<file path="src/rtl/mem_access_seq_if.sv">
// Request/response and pipelined Wishbone bundle for the memory access sequencer.
// master is the sequencer side, slave is the pipeline plus memory side.
interface mem_access_seq_if;
  logic        req_valid_i;
  logic        req_ready_o;
  logic [31:0] req_addr_i;
  logic        req_we_i;
  logic [31:0] req_wdata_i;
  logic [1:0]  req_size_i;
  logic        req_unsigned_i;
  logic        rsp_valid_o;
  logic [31:0] rsp_rdata_o;
  logic [1:0]  rsp_err_o;
  logic [31:0] wb_adr_o;
  logic [31:0] wb_dat_o;
  logic [31:0] wb_dat_i;
  logic        wb_we_o;
  logic [3:0]  wb_sel_o;
  logic        wb_stb_o;
  logic        wb_cyc_o;
  logic        wb_ack_i;
  logic        wb_stall_i;

  modport master (
    input  req_valid_i, req_addr_i, req_we_i,
    input  req_wdata_i, req_size_i, req_unsigned_i,
    input  wb_dat_i, wb_ack_i, wb_stall_i,
    output req_ready_o, rsp_valid_o, rsp_rdata_o,
    output rsp_err_o, wb_adr_o, wb_dat_o,
    output wb_we_o, wb_sel_o, wb_stb_o, wb_cyc_o
  );

  modport slave (
    output req_valid_i, req_addr_i, req_we_i,
    output req_wdata_i, req_size_i, req_unsigned_i,
    output wb_dat_i, wb_ack_i, wb_stall_i,
    input  req_ready_o, rsp_valid_o, rsp_rdata_o,
    input  rsp_err_o, wb_adr_o, wb_dat_o,
    input  wb_we_o, wb_sel_o, wb_stb_o, wb_cyc_o
  );
endinterface

</file>
<file path="src/rtl/mem_access_seq.sv">
// Load/store sequencer: one pipeline request becomes one pipelined
// Wishbone transfer with alignment check, lane steering and ack timeout.
module mem_access_seq #(
  parameter int unsigned ACK_TIMEOUT = 32
) (
  input logic              clk_i,
  input logic              rst_i,
  mem_access_seq_if.master bus
);
  typedef enum logic [1:0] {
    IDLE, REQUEST, WAIT_ACK, RESPOND
  } state_t;

  localparam logic [7:0] TMO = 8'(ACK_TIMEOUT);

  state_t      state, state_nxt;
  logic [7:0]  cnt;
  logic [31:0] adr_q, dat_q, rdata_q;
  logic [31:0] dat_nxt, shifted, ext;
  logic [3:0]  sel_q, sel_nxt;
  logic [1:0]  off_q, size_q, err_q;
  logic        we_q, uns_q;
  logic        ready, accept, misal;
  logic        active, ack_take, tmo_hit;

  assign ready    = (state == IDLE) & ~rst_i;
  assign accept   = bus.req_valid_i & ready;
  assign active   = (state == REQUEST) | (state == WAIT_ACK);
  assign ack_take = bus.wb_ack_i &
                    (((state == REQUEST) & ~bus.wb_stall_i) |
                     (state == WAIT_ACK));
  assign tmo_hit  = active & ((cnt + 8'd1) == TMO);
  assign shifted  = bus.wb_dat_i >> {off_q, 3'b000};

  always_comb begin
    misal   = 1'b1;
    sel_nxt = 4'b1111;
    dat_nxt = bus.req_wdata_i;
    unique case (bus.req_size_i)
      2'b00: begin
        misal   = 1'b0;
        sel_nxt = 4'b0001 << bus.req_addr_i[1:0];
        dat_nxt = {4{bus.req_wdata_i[7:0]}};
      end
      2'b01: begin
        misal   = bus.req_addr_i[0];
        sel_nxt = 4'b0011 << bus.req_addr_i[1:0];
        dat_nxt = {2{bus.req_wdata_i[15:0]}};
      end
      2'b10: misal = |bus.req_addr_i[1:0];
      default: misal = 1'b1;
    endcase
  end

  always_comb begin
    ext = shifted;
    unique case (size_q)
      2'b00: ext = uns_q ? {24'h0, shifted[7:0]}
                         : {{24{shifted[7]}}, shifted[7:0]};
      2'b01: ext = uns_q ? {16'h0, shifted[15:0]}
                         : {{16{shifted[15]}}, shifted[15:0]};
      default: ext = shifted;
    endcase
  end

  always_ff @(posedge clk_i) begin
    if (rst_i) state <= IDLE;
    else       state <= state_nxt;
  end

  always_comb begin
    state_nxt = state;
    unique case (state)
      IDLE:
        if (accept) state_nxt = misal ? RESPOND : REQUEST;
      REQUEST:
        if (ack_take || tmo_hit)  state_nxt = RESPOND;
        else if (!bus.wb_stall_i) state_nxt = WAIT_ACK;
      WAIT_ACK:
        if (ack_take || tmo_hit) state_nxt = RESPOND;
      RESPOND: state_nxt = IDLE;
      default: state_nxt = IDLE;
    endcase
  end

  // Ack is checked before the timeout so a same-cycle ack still succeeds.
  always_ff @(posedge clk_i) begin
    if (rst_i) begin
      adr_q   <= '0;
      dat_q   <= '0;
      sel_q   <= '0;
      we_q    <= 1'b0;
      off_q   <= '0;
      size_q  <= '0;
      uns_q   <= 1'b0;
      cnt     <= '0;
      err_q   <= '0;
      rdata_q <= '0;
    end else if (accept) begin
      adr_q   <= {bus.req_addr_i[31:2], 2'b00};
      dat_q   <= dat_nxt;
      sel_q   <= sel_nxt;
      we_q    <= bus.req_we_i;
      off_q   <= bus.req_addr_i[1:0];
      size_q  <= bus.req_size_i;
      uns_q   <= bus.req_unsigned_i;
      cnt     <= '0;
      err_q   <= misal ? 2'b01 : 2'b00;
      rdata_q <= '0;
    end else if (active) begin
      cnt <= cnt + 8'd1;
      if (ack_take) begin
        err_q   <= 2'b00;
        rdata_q <= we_q ? 32'h0 : ext;
      end else if (tmo_hit) begin
        err_q   <= 2'b10;
        rdata_q <= '0;
      end
    end
  end

  always_comb begin
    bus.req_ready_o = ready;
    bus.wb_cyc_o    = active;
    bus.wb_stb_o    = (state == REQUEST);
    bus.wb_adr_o    = adr_q;
    bus.wb_dat_o    = dat_q;
    bus.wb_we_o     = active & we_q;
    bus.wb_sel_o    = active ? sel_q : 4'b0000;
    bus.rsp_valid_o = (state == RESPOND);
    bus.rsp_rdata_o = (state == RESPOND) ? rdata_q : 32'h0;
    bus.rsp_err_o   = (state == RESPOND) ? err_q : 2'b00;
  end
endmodule

</file>
<file path="src/flat_wrapper.sv">
// flat-port wrapper written by rule: the top's interface ports become plain ports
module mem_access_seq_flat 
#(
  parameter int unsigned ACK_TIMEOUT = 32
)
  (clk_i, rst_i, bus_req_valid_i, bus_req_addr_i, bus_req_we_i, bus_req_wdata_i, bus_req_size_i, bus_req_unsigned_i, bus_wb_dat_i, bus_wb_ack_i, bus_wb_stall_i, bus_req_ready_o, bus_rsp_valid_o, bus_rsp_rdata_o, bus_rsp_err_o, bus_wb_adr_o, bus_wb_dat_o, bus_wb_we_o, bus_wb_sel_o, bus_wb_stb_o, bus_wb_cyc_o);
  mem_access_seq_if bus_i ();
  input logic clk_i;
  input logic rst_i;
  input wire logic [$bits(bus_i.req_valid_i)-1:0] bus_req_valid_i;
  input wire logic [$bits(bus_i.req_addr_i)-1:0] bus_req_addr_i;
  input wire logic [$bits(bus_i.req_we_i)-1:0] bus_req_we_i;
  input wire logic [$bits(bus_i.req_wdata_i)-1:0] bus_req_wdata_i;
  input wire logic [$bits(bus_i.req_size_i)-1:0] bus_req_size_i;
  input wire logic [$bits(bus_i.req_unsigned_i)-1:0] bus_req_unsigned_i;
  input wire logic [$bits(bus_i.wb_dat_i)-1:0] bus_wb_dat_i;
  input wire logic [$bits(bus_i.wb_ack_i)-1:0] bus_wb_ack_i;
  input wire logic [$bits(bus_i.wb_stall_i)-1:0] bus_wb_stall_i;
  output wire logic [$bits(bus_i.req_ready_o)-1:0] bus_req_ready_o;
  output wire logic [$bits(bus_i.rsp_valid_o)-1:0] bus_rsp_valid_o;
  output wire logic [$bits(bus_i.rsp_rdata_o)-1:0] bus_rsp_rdata_o;
  output wire logic [$bits(bus_i.rsp_err_o)-1:0] bus_rsp_err_o;
  output wire logic [$bits(bus_i.wb_adr_o)-1:0] bus_wb_adr_o;
  output wire logic [$bits(bus_i.wb_dat_o)-1:0] bus_wb_dat_o;
  output wire logic [$bits(bus_i.wb_we_o)-1:0] bus_wb_we_o;
  output wire logic [$bits(bus_i.wb_sel_o)-1:0] bus_wb_sel_o;
  output wire logic [$bits(bus_i.wb_stb_o)-1:0] bus_wb_stb_o;
  output wire logic [$bits(bus_i.wb_cyc_o)-1:0] bus_wb_cyc_o;
  assign bus_i.req_valid_i = bus_req_valid_i;
  assign bus_i.req_addr_i = bus_req_addr_i;
  assign bus_i.req_we_i = bus_req_we_i;
  assign bus_i.req_wdata_i = bus_req_wdata_i;
  assign bus_i.req_size_i = bus_req_size_i;
  assign bus_i.req_unsigned_i = bus_req_unsigned_i;
  assign bus_i.wb_dat_i = bus_wb_dat_i;
  assign bus_i.wb_ack_i = bus_wb_ack_i;
  assign bus_i.wb_stall_i = bus_wb_stall_i;
  assign bus_req_ready_o = bus_i.req_ready_o;
  assign bus_rsp_valid_o = bus_i.rsp_valid_o;
  assign bus_rsp_rdata_o = bus_i.rsp_rdata_o;
  assign bus_rsp_err_o = bus_i.rsp_err_o;
  assign bus_wb_adr_o = bus_i.wb_adr_o;
  assign bus_wb_dat_o = bus_i.wb_dat_o;
  assign bus_wb_we_o = bus_i.wb_we_o;
  assign bus_wb_sel_o = bus_i.wb_sel_o;
  assign bus_wb_stb_o = bus_i.wb_stb_o;
  assign bus_wb_cyc_o = bus_i.wb_cyc_o;
  mem_access_seq #(.ACK_TIMEOUT(ACK_TIMEOUT)) u_core (.clk_i(clk_i), .rst_i(rst_i), .bus(bus_i));
endmodule
</file>
<file path="config.mk">
export PLATFORM = sky130hd
export DESIGN_NAME = mem_access_seq_flat
export DESIGN_NICKNAME = d
export VERILOG_FILES = /design/src/rtl/mem_access_seq_if.sv /design/src/rtl/mem_access_seq.sv /design/src/flat_wrapper.sv
export SDC_FILE = /design/constraint.sdc
export NUM_CORES = 1
export LEC_CHECK = 0
export ABC_AREA = 1
export CORE_UTILIZATION = 48
export DETAILED_ROUTE_END_ITERATION = 10
export PLACE_DENSITY = 0.86
export SETUP_SLACK_MARGIN = 0.3
export SYNTH_ARGS = -nofsm -noshare
export SYNTH_HDL_FRONTEND = slang
export SYNTH_SLANG_ARGS = --single-unit
</file>
<file path="constraint.sdc">
create_clock -name clk_i -period 4.9 [get_ports clk_i]
set_clock_uncertainty 0.15 [all_clocks]
set_input_delay 0.735 -clock clk_i [delete_from_list [all_inputs] [get_ports clk_i]]
set_output_delay 0.735 -clock clk_i [all_outputs]
set_load 0.01 [all_outputs]
</file>
==> results.ini, run 1 <==
[global_routing]
grt_usage=0.301
antenna_found_initial=0
maximum_number_of_pins_on_one_net_before_global_route_repair=49
grt_first_pass_wirelength_um=27400
grt_pass1_vias=5588
overflow=0

[floorplan]
floorplan.initialDensity=0.503
die_area_mm2=0.0120
top_level_port_count=212
core.rowCount=38
die-height_um=109
chipWidth_um=109
core_region_area_mm2=0.0110

[power]
p_leak_nw=3.63
vdd_drop_max_uv=279
power.density_mw_per_mm2=464

[run]
number_of_maximum_capacitance_violations=0

[cells_and_area]
layout.nets=1067
most-common-layout-cells=clkdlybuf4s50_1 (209), nand2_1 (199), dfxtp_1 (116), inv_1 (88), o21ai_0 (55)
layout.cells.most_common=clkdlybuf4s50_1
drive_above_1_share=0.0599
number_of_antenna_diodes=0
area_growth_syn_to_layout_pct=48.9

[outcome]
status=finished, final reports clean

[setup_path]
worst_ep_required_time_ns=4.01
critPathMaxFanout=29
crit_path_arrival_time_ns=2.73
crit_type=reg -> out
crit_path_end_kind=output port
timing.critical_path.from_type=flip-flop

[detailed_routing]
drt_first_pass_iters=8
wl_um=17800
avgViaCountPerCell=5.39
detail_route.drc_violations=0
drt_wl_cell_um=16.1
drt_iter0_markers=549
detailroute.via_count=5982
detail_route_antenna_nets=0

[clock_tree]
ctsLongestPathBuffers=2
cts_max_level=4
post_cts_resized=0
clk_latency_ns=0.42
cts.clk_slew.worst_paths_ns=0.06
num_cts_buffers=17
clockRootBuffer=clkbuf_16
cts_num_sinks=116
tritoncts=built
post_cts_hold_buffer_count=0
post_cts_buffers=0

[worst_hold_path]
min-delay-path-class=reg -> reg

[synthesis]
syn_area_mm2=0.00555
yosys.cell_types.count=38
synth-warning-count=0
synthesis.area_per_instance_um2=7.19
synth_edf_count=0
asyncSetResetFlopFracSynth=0
postSynthCellCount=771
synth-seq-area-share=0.419
ys.flop_type=dfxtp_1
synth-seq-cells=116

[place]
place.detailed.hpwl_um=12400
dpl_worst_slack_ns=1.68
finalWeightedCongestion=0.935
buffer_ports.inserted=209

[sta]
endpoints_failing_hold=0
rsz_0062_raised_after_global_routing=false
worst_pin_slew_ns=1.19
finalSetupViolCount=0
slew_viol_final=0
layout_worst_path_cycle_share=0.738
final_ws_setup_ns=1.28
layout_min_cycle_time_ns=3.62
timing.setup.tns_ns=0
max_freq_mhz=276
slew-limit-headroom=0.209

-- layer usage --
| layer | up-vias | wire length, um | global-route usage |
|---|---|---|---|
| li1 | 2907 | - | - |
| met1 | 2675 | 7050 | 0.353 |
| met2 | 333 | 8420 | 0.505 |
| met3 | 67 | 1620 | 0.0818 |
| met4 | 0 | 715 | 0.147 |
| met5 | - | 0 | 0 |
-- sequential cells by signal, indices dropped and copies added (netlist names), 4 cells and up --
name and flops:
u_core.cnt 8, u_core.bus.wb_dat_o 32, u_core.bus.wb_adr_o 30, u_core.sel_q 4, u_core.rdata_q 32
-- cell usage after synthesis, types with 2 or more instances --
library cell	number	area (um^2)
a21oi_1	49	245
a21oi_2	3	26.3
a221oi_1	5	43.8
a22o_1	38	333
a22oi_1	3	22.5
a31oi_1	9	56.3
a32o_1	2	20.0
a32oi_1	2	17.5
buf_1	3	11.3
buf_2	10	50.1
buf_4	4	30.0
buf_6	3	33.8
clkbuf_1	31	116
dfxtp_1	116	2320
ha_1	6	75.1
inv_1	88	330
inv_2	4	15.0
mux2i_1	7	70.1
nand2_1	199	747
nand2_4	2	22.5
nand3_1	38	190
nand3_2	3	30.0
nand4_1	3	18.8
nor2_1	50	188
nor2_2	3	18.8
o211ai_1	12	90.1
o21ai_0	55	275
o21ai_1	10	50.1
o22ai_1	4	25.0
-- through the flow --
| step | power, mW | hold slack [ns] | cell area [um^2] | instances | util |
|---|---|---|---|---|---|
| CTS | 3.83 | 0.321 | 8260 | 1109 | 0.749 |
| finish | 3.83 | 0.321 | 8260 | 1109 | 0.749 |
| floorplan | 1.97 | 0.288 | 5550 | 772 | - |
| global route | 4.01 | 0.340 | 8260 | 1109 | 0.749 |
| detailed placement | 2.49 | 0.306 | 7630 | 1077 | 0.691 |
| global placement | 2.48 | 0.304 | 7630 | 1077 | 0.691 |
-- final timing paths --
check | start | to | slack (ns) | cells after the start
min | u_core.bus.wb_dat_o[26] | u_core.bus.wb_dat_o[26] | 0.32 | 2
max reg2reg | u_core.state[0] | u_core.rdata_q[31] | 1.73 | 11
max | u_core.state[0] | bus_rsp_rdata_o[15] | 1.28 | 5
min reg2reg | u_core.bus.wb_dat_o[26] | u_core.bus.wb_dat_o[26] | 0.32 | 2
-- worst max-delay path: stages (launching register included) --
cell             delay, ns
dfxtp_1               0.39
ha_1                  0.98
buf_4                 0.30
nand2_1               0.06
inv_1                 0.05
clkdlybuf4s50_1       0.54
-- final cells by class --
type                       instances  area [um^2]
fill                             847         2770
tap                              140          175
clock inverter                    15          205
clock buffer                      17          425
timing repair buffer             217         2150
multi-input combinational        511         2630
sequential                       116         2320
inverter                          93          352
-- cell families (layout without fill, tap and decap cells) --
logic type,Yosys count,in the layout,synth area share
buffers and inverters,145,342,0.110
flip-flops,116,116,0.419
other,1,2,0.000676
AND/OR/NAND/NOR,300,300,0.222
AO/OA/AOI/OAI,194,194,0.220
multiplexers,7,7,0.0126
XOR/XNOR,2,2,0.00316
adder cells (fa/ha/maj),6,6,0.0135
-- power breakdown --
part           switching, mW  internal [mW]
registers              0.119           1.13
logic                  0.696          0.563
clock network          0.477          0.854
total                   1.29           2.54
Power figures use the tool's default switching activity.
==> run 2: changes to the inputs <==
Settings changed: CORE_UTILIZATION 48 to 44, PLACE_DENSITY 0.86 to 0.8.
Clock period 4.9 ns to 3.61 ns, I/O delays scaled along.
==> results.ini, run 2 (synthesized netlist as in run 1, its figures left out) <==
[setup_path]
crit_type=reg -> out
r2r_start=u_core.state[0]
worst_r2r_path_depth=11  ; unchanged
crit_path_arrival_time_ns=2.21  ; -0.52 ns
worstReg2RegEnd=u_core.rdata_q[31]
slowest_delay_ns=0.58  ; -0.40 ns
timing.critical_path.from_type=flip-flop
crit_path_top_delay_cell=clkdlybuf4s50_1
cpLargestDelayFamily=buffers and inverters
rrSetupSlack_ns=1.04  ; -0.69 ns
critPathMaxFanout=16  ; -45%
worst_ep_required_time_ns=2.92  ; -1.09 ns
timing.critical_path.buf_inv=3  ; unchanged
crit_path_end_kind=output port
crit_path_cell_trace=inv_1 > ha_1 > buf_4 > clkdlybuf4s50_1

[floorplan]
top_level_port_count=212  ; unchanged
die-height_um=114  ; +4.4%
core_region_area_mm2=0.0122  ; +10%
floorplan.initialDensity=0.456  ; -0.0468
core.rowCount=40  ; +5.3%
chipWidth_um=114  ; +4.4%
die_area_mm2=0.0131  ; +8.9%

[cells_and_area]
area_growth_syn_to_layout_pct=49.5
most-common-layout-cells=clkdlybuf4s50_1 (209), nand2_1 (199), dfxtp_1 (116), inv_1 (88), o21ai_0 (55)
regArea_mm2=0.00232  ; unchanged
layoutNonFillerInstCount=1140  ; +2.8%
multiInputGateArea_mm2=0.00263  ; unchanged
layout.filler_cells=1044  ; +23%
number_of_antenna_diodes=0  ; unchanged
layout.nets=1070  ; +0.28%
drive_above_1_share=0.0628  ; +0.00290
layout.cells.most_common=clkdlybuf4s50_1

[place]
dpl_worst_slack_ns=0.971  ; -0.710 ns
place.detailed.hpwl_um=12500  ; +1.0%
cells_after_dpl=1108  ; +2.9%
buffer_ports.inserted=209  ; unchanged
finalWeightedCongestion=0.937  ; +0.16%

[clock_tree]
cts_num_sinks=116  ; unchanged
num_cts_buffers=17  ; unchanged
post_cts_buffers=0  ; unchanged
clockRootBuffer=clkbuf_16
post_cts_hold_buffer_count=0  ; unchanged
tritoncts=built
clk_latency_ns=0.41  ; about the same
ctsLongestPathBuffers=2  ; unchanged
cts.clk_slew.worst_paths_ns=0.06  ; about the same
post_cts_resized=0  ; unchanged
cts_max_level=4  ; unchanged

[global_routing]
grt_first_pass_wirelength_um=27500  ; +0.45%
maximum_number_of_pins_on_one_net_before_global_route_repair=46  ; -6.1%
grt_usage=0.272  ; -0.0288
grt_pass1_vias=5695  ; +1.9%
overflow=0  ; unchanged
antenna_found_initial=0  ; unchanged

[detailed_routing]
detail_route_antenna_nets=0  ; unchanged
detail_route.drc_violations=0  ; unchanged
wl_um=17500  ; -1.8%
drt_iter0_markers=405  ; -26%
drt_wl_cell_um=15.3  ; -4.5%
avgViaCountPerCell=5.22  ; -3.3%
drt_first_pass_iters=7  ; -1
detailroute.via_count=5948  ; -0.57%

[outcome]
status=finished, final reports clean

[sta]
final_ws_setup_ns=0.709  ; -0.572 ns
slew-limit-headroom=0.507  ; +0.298
worst_pin_slew_ns=0.737  ; -0.450 ns
rsz_0062_raised_after_global_routing=false
layout_min_cycle_time_ns=2.90
endpoints_failing_hold=0  ; unchanged
finalSetupViolCount=0  ; unchanged
timing.setup.tns_ns=0  ; unchanged
slew_viol_final=0  ; unchanged
max_freq_mhz=345
layout_worst_path_cycle_share=0.804

[worst_hold_path]
min-delay-start=u_core.rdata_q[0]
worstHoldPathCells=2  ; unchanged
hold_path_end=u_core.rdata_q[0]
min-delay-path-class=reg -> reg

[run]
number_of_maximum_capacitance_violations=0  ; unchanged

[power]
p_leak_nw=3.64  ; +0.25%
vdd_drop_max_uv=324  ; +16%
power.density_mw_per_mm2=616  ; +33%

run 2: cell count changes in the layout (fill, tap and decap cells not counted):
cell        before  now
bufinv_16        4    3
buf_4            8   11
clkinv_2         2    3
clkinv_4         4    5
clkinvlp_4       3    2
run 2: area by class of cell:
cell class	instances	share of cell area
tap	168	0.0254
inverter	93	0.0424
clock buffer	17	0.0513
clock inverter	15	0.0219
timing repair buffer	220	0.262
multi-input combinational	511	0.317
sequential	116	0.280
run 2: how the worst max path moves through the flow:
stage,start,end,slack [ns],cells after the start
after floorplan,u_core.state[0],bus_wb_sel_o[0],1.30,6
after global placement,bus_req_size_i[1],u_core.bus.wb_dat_o[13],1.02,7
after detailed placement,bus_req_size_i[1],u_core.bus.wb_dat_o[13],0.97,7
after CTS,u_core.state[0],bus_wb_cyc_o,0.69,4
after global routing,u_core.state[0],bus_rsp_rdata_o[7],0.55,5
final,u_core.state[0],bus_wb_cyc_o,0.71,4
run 2: power breakdown:
group	switching, mW	internal (mW)	total, mW
combinational	0.930	0.775	1.70
sequential	0.166	1.53	1.69
clock	0.621	1.09	1.71
run 2: worst register-to-register path, stage by stage, from the launching register on:
cell and delay [ns]:
dfxtp_1 0.39, inv_1 0.11, ha_1 0.43, nand3_1 0.14
nor2_1 0.17, nand3_2 0.13, nand2_4 0.11, nand2_4 0.17
inv_4 0.38, o21ai_0 0.17, nand2_1 0.09, nor2_1 0.04
run 2: per-stage QoR:
| stage | hold WS (ns) | total power, mW | utilization | cell area, um^2 |
|---|---|---|---|---|
| finish | 0.315 | 5.11 | 0.682 | 8290 |
| detailed placement | 0.308 | 3.39 | 0.632 | 7680 |
| floorplan | 0.288 | 2.67 | - | 5550 |
| CTS | 0.318 | 5.12 | 0.682 | 8290 |
| global placement | 0.300 | 3.38 | 0.632 | 7680 |
| global route | 0.335 | 5.38 | 0.682 | 8290 |
run 2: routing by layer:
metal,routed length (um),track usage
met5,0,0
met4,685,0.122
met2,8190,0.448
met3,1700,0.109
met1,6910,0.309
==> run 3: changes to the inputs <==
Clock period 3.61 ns to 2.8 ns, I/O delays scaled along.
==> results.ini, run 3 (synthesized netlist as in run 1, its figures left out) <==
[setup_path]
crit_path_arrival_time_ns=1.82  ; -0.39 ns
slowest_delay_ns=0.54  ; -0.04 ns
cpLargestDelayFamily=buffers and inverters
crit_path_top_delay_cell=clkdlybuf4s50_1
worst_ep_required_time_ns=2.23  ; -0.69 ns
crit_path_cell_trace=ha_4 > buf_12 > nand2_1 > inv_1 > clkdlybuf4s50_1
crit_path_end_kind=output port
crit_type=reg -> out
timing.critical_path.from_type=flip-flop
critPathMaxFanout=18  ; +2
timing.critical_path.buf_inv=3  ; unchanged

[sta]
slew_viol_final=0  ; unchanged
worst_pin_slew_ns=0.512  ; -0.225 ns
layout_min_cycle_time_ns=2.39
slew-limit-headroom=0.658  ; +0.152
rsz_0062_raised_after_global_routing=false
endpoints_failing_hold=0  ; unchanged
timing.setup.tns_ns=0  ; unchanged
max_freq_mhz=418
finalSetupViolCount=0  ; unchanged
hold-worst-slack_ns=0.316  ; +0.00121 ns
layout_worst_path_cycle_share=0.854
final_ws_setup_ns=0.410  ; -0.299 ns

[power]
report.power.total_mw=6.77  ; +32%
cellInternalPower_mw=4.52  ; +33%
p_leak_nw=3.80  ; +4.4%
power.sequential.fraction=0.325  ; -0.007
comb_power_share=0.348  ; +0.014
power.share.clock=0.328  ; -0.007
p_sw_frac=0.332  ; -0.00388
switching_power_of_the_nets_mw=2.25  ; +31%
power.density_mw_per_mm2=801  ; +30%
vdd_drop_max_uv=416  ; +28%

[place]
dpl_worst_slack_ns=0.407  ; -0.564 ns
cells_after_dpl=1115  ; +0.63%
finalWeightedCongestion=0.915  ; -2.3%
buffer_ports.inserted=209  ; unchanged
place.detailed.hpwl_um=12500  ; -0.14%

[detailed_routing]
detail_route.drc_violations=0  ; unchanged
drt_iter0_markers=431  ; +6.4%
drt_first_pass_iters=5  ; -2
detail_route_antenna_nets=0  ; unchanged
detailroute.via_count=5930  ; -0.30%
wl_um=17800  ; +1.9%
avgViaCountPerCell=5.15  ; -1.3%
drt_wl_cell_um=15.5  ; +0.92%

[cells_and_area]
area_growth_syn_to_layout_pct=52.4
multiInputGateArea_mm2=0.00265  ; +0.95%
regArea_mm2=0.00233  ; +0.22%
layout.cells.most_common=clkdlybuf4s50_1
layout.filler_cells=1003  ; -3.9%
layoutNonFillerInstCount=1151  ; +0.96%
number_of_antenna_diodes=0  ; unchanged
layout.nets=1081  ; +1.0%
drive_above_1_share=0.0773  ; +0.0146
most-common-layout-cells=clkdlybuf4s50_1 (202), nand2_1 (199), dfxtp_1 (114), inv_1 (87), o21ai_0 (55)

[floorplan]
die-height_um=114  ; unchanged
floorplan.initialDensity=0.456  ; unchanged
top_level_port_count=212  ; unchanged
core.rowCount=40  ; unchanged
core_region_area_mm2=0.0122  ; unchanged
chipWidth_um=114  ; unchanged
die_area_mm2=0.0131  ; unchanged

[global_routing]
grt_first_pass_wirelength_um=27800  ; +1.0%
grt_pass1_vias=5686  ; -0.16%
grt_usage=0.277  ; +0.00486
maximum_number_of_pins_on_one_net_before_global_route_repair=44  ; -4.3%
antenna_found_initial=0  ; unchanged
overflow=0  ; unchanged

[clock_tree]
cts_num_sinks=116  ; unchanged
cts.clk_slew.worst_paths_ns=0.05  ; about the same
clk_latency_ns=0.41  ; about the same
cts_max_level=4  ; unchanged
num_cts_buffers=17  ; unchanged
clockRootBuffer=clkbuf_16
tritoncts=built
ctsLongestPathBuffers=2  ; unchanged

[outcome]
status=finished, final reports clean

[run]
number_of_maximum_capacitance_violations=0  ; unchanged

[worst_hold_path]
min-delay-path-class=reg -> reg

==> run 3: cell count changes in the layout (fill, tap and decap cells not counted), moves of 3 or more <==
cell,before,now
buf_4,11,20
clkdlybuf4s50_1,209,202
dlymetal6s2s_1,0,6
clkinv_4,5,2
clkinvlp_4,2,5
==> run 3: final timing paths <==
| path | start | end | slack, ns | depth (start not counted) |
|---|---|---|---|---|
| worst max-delay path | u_core.state[1] | bus_rsp_rdata_o[30] | 0.41 | 5 |
| worst min-delay path | u_core.rdata_q[23] | u_core.rdata_q[23] | 0.32 | 2 |
| worst max register to register | u_core.state[0] | u_core.err_q[1] | 0.48 | 12 |
| worst min register to register | u_core.rdata_q[23] | u_core.rdata_q[23] | 0.32 | 2 |
==> run 3: stage by stage <==
stage	instance area, um^2	util
after floorplan	5550	-
after global placement	7750	0.637
after detailed placement	7750	0.637
after CTS	8380	0.689
after global routing	8450	0.695
final	8450	0.695
==> run 3: what timing repair did <==
action                     in CTS  in global routing
resized for setup               5                 10
buffers inserted                1                  2
cloned                          0                  1
pin swaps                       1                  1
setup endpoints to repair      16                 40
hold buffers                    0                  0
==> run 3: power groups by stage <==
| stage | registers (mW) | logic (mW) | clock network [mW] |
|---|---|---|---|
| after floorplan | 2.25 | 1.19 | 0 |
| after global placement | 2.20 | 2.22 | 0 |
| after detailed placement | 2.20 | 2.23 | 0 |
| after CTS | 2.19 | 2.29 | 2.25 |
| after global routing | 2.23 | 2.55 | 2.32 |
| final | 2.20 | 2.35 | 2.22 |
==> run 3: worst register-to-register path: stages (launching register included) <==
cell and delay (ns):
dfxtp_4 0.38, inv_1 0.10, ha_4 0.32, buf_4 0.12, nand3_1 0.09, nor2_1 0.14, nand3_2 0.11, nand2_4 0.10
nand2_4 0.06, inv_4 0.28, buf_4 0.21, o21ai_0 0.07, nor2_1 0.12
==> run 3: final cells by class <==
type                       count  area share
inverter                      93      0.0416
multi-input combinational    511       0.314
sequential                   116       0.275
timing repair buffer         231       0.272
tap                          168      0.0249
clock inverter                12      0.0184
clock buffer                  20      0.0540
==> run 3: routing by layer <==
layer  share of wire  global-route usage  wire [um]  vias up
met3           0.089              0.0873       1590       38
met1            0.41               0.321       7250     2688
li1                -                   -          -     2930
met4           0.021               0.113        374        0
met5               0                   0          0        -
met2            0.48               0.472       8600      274
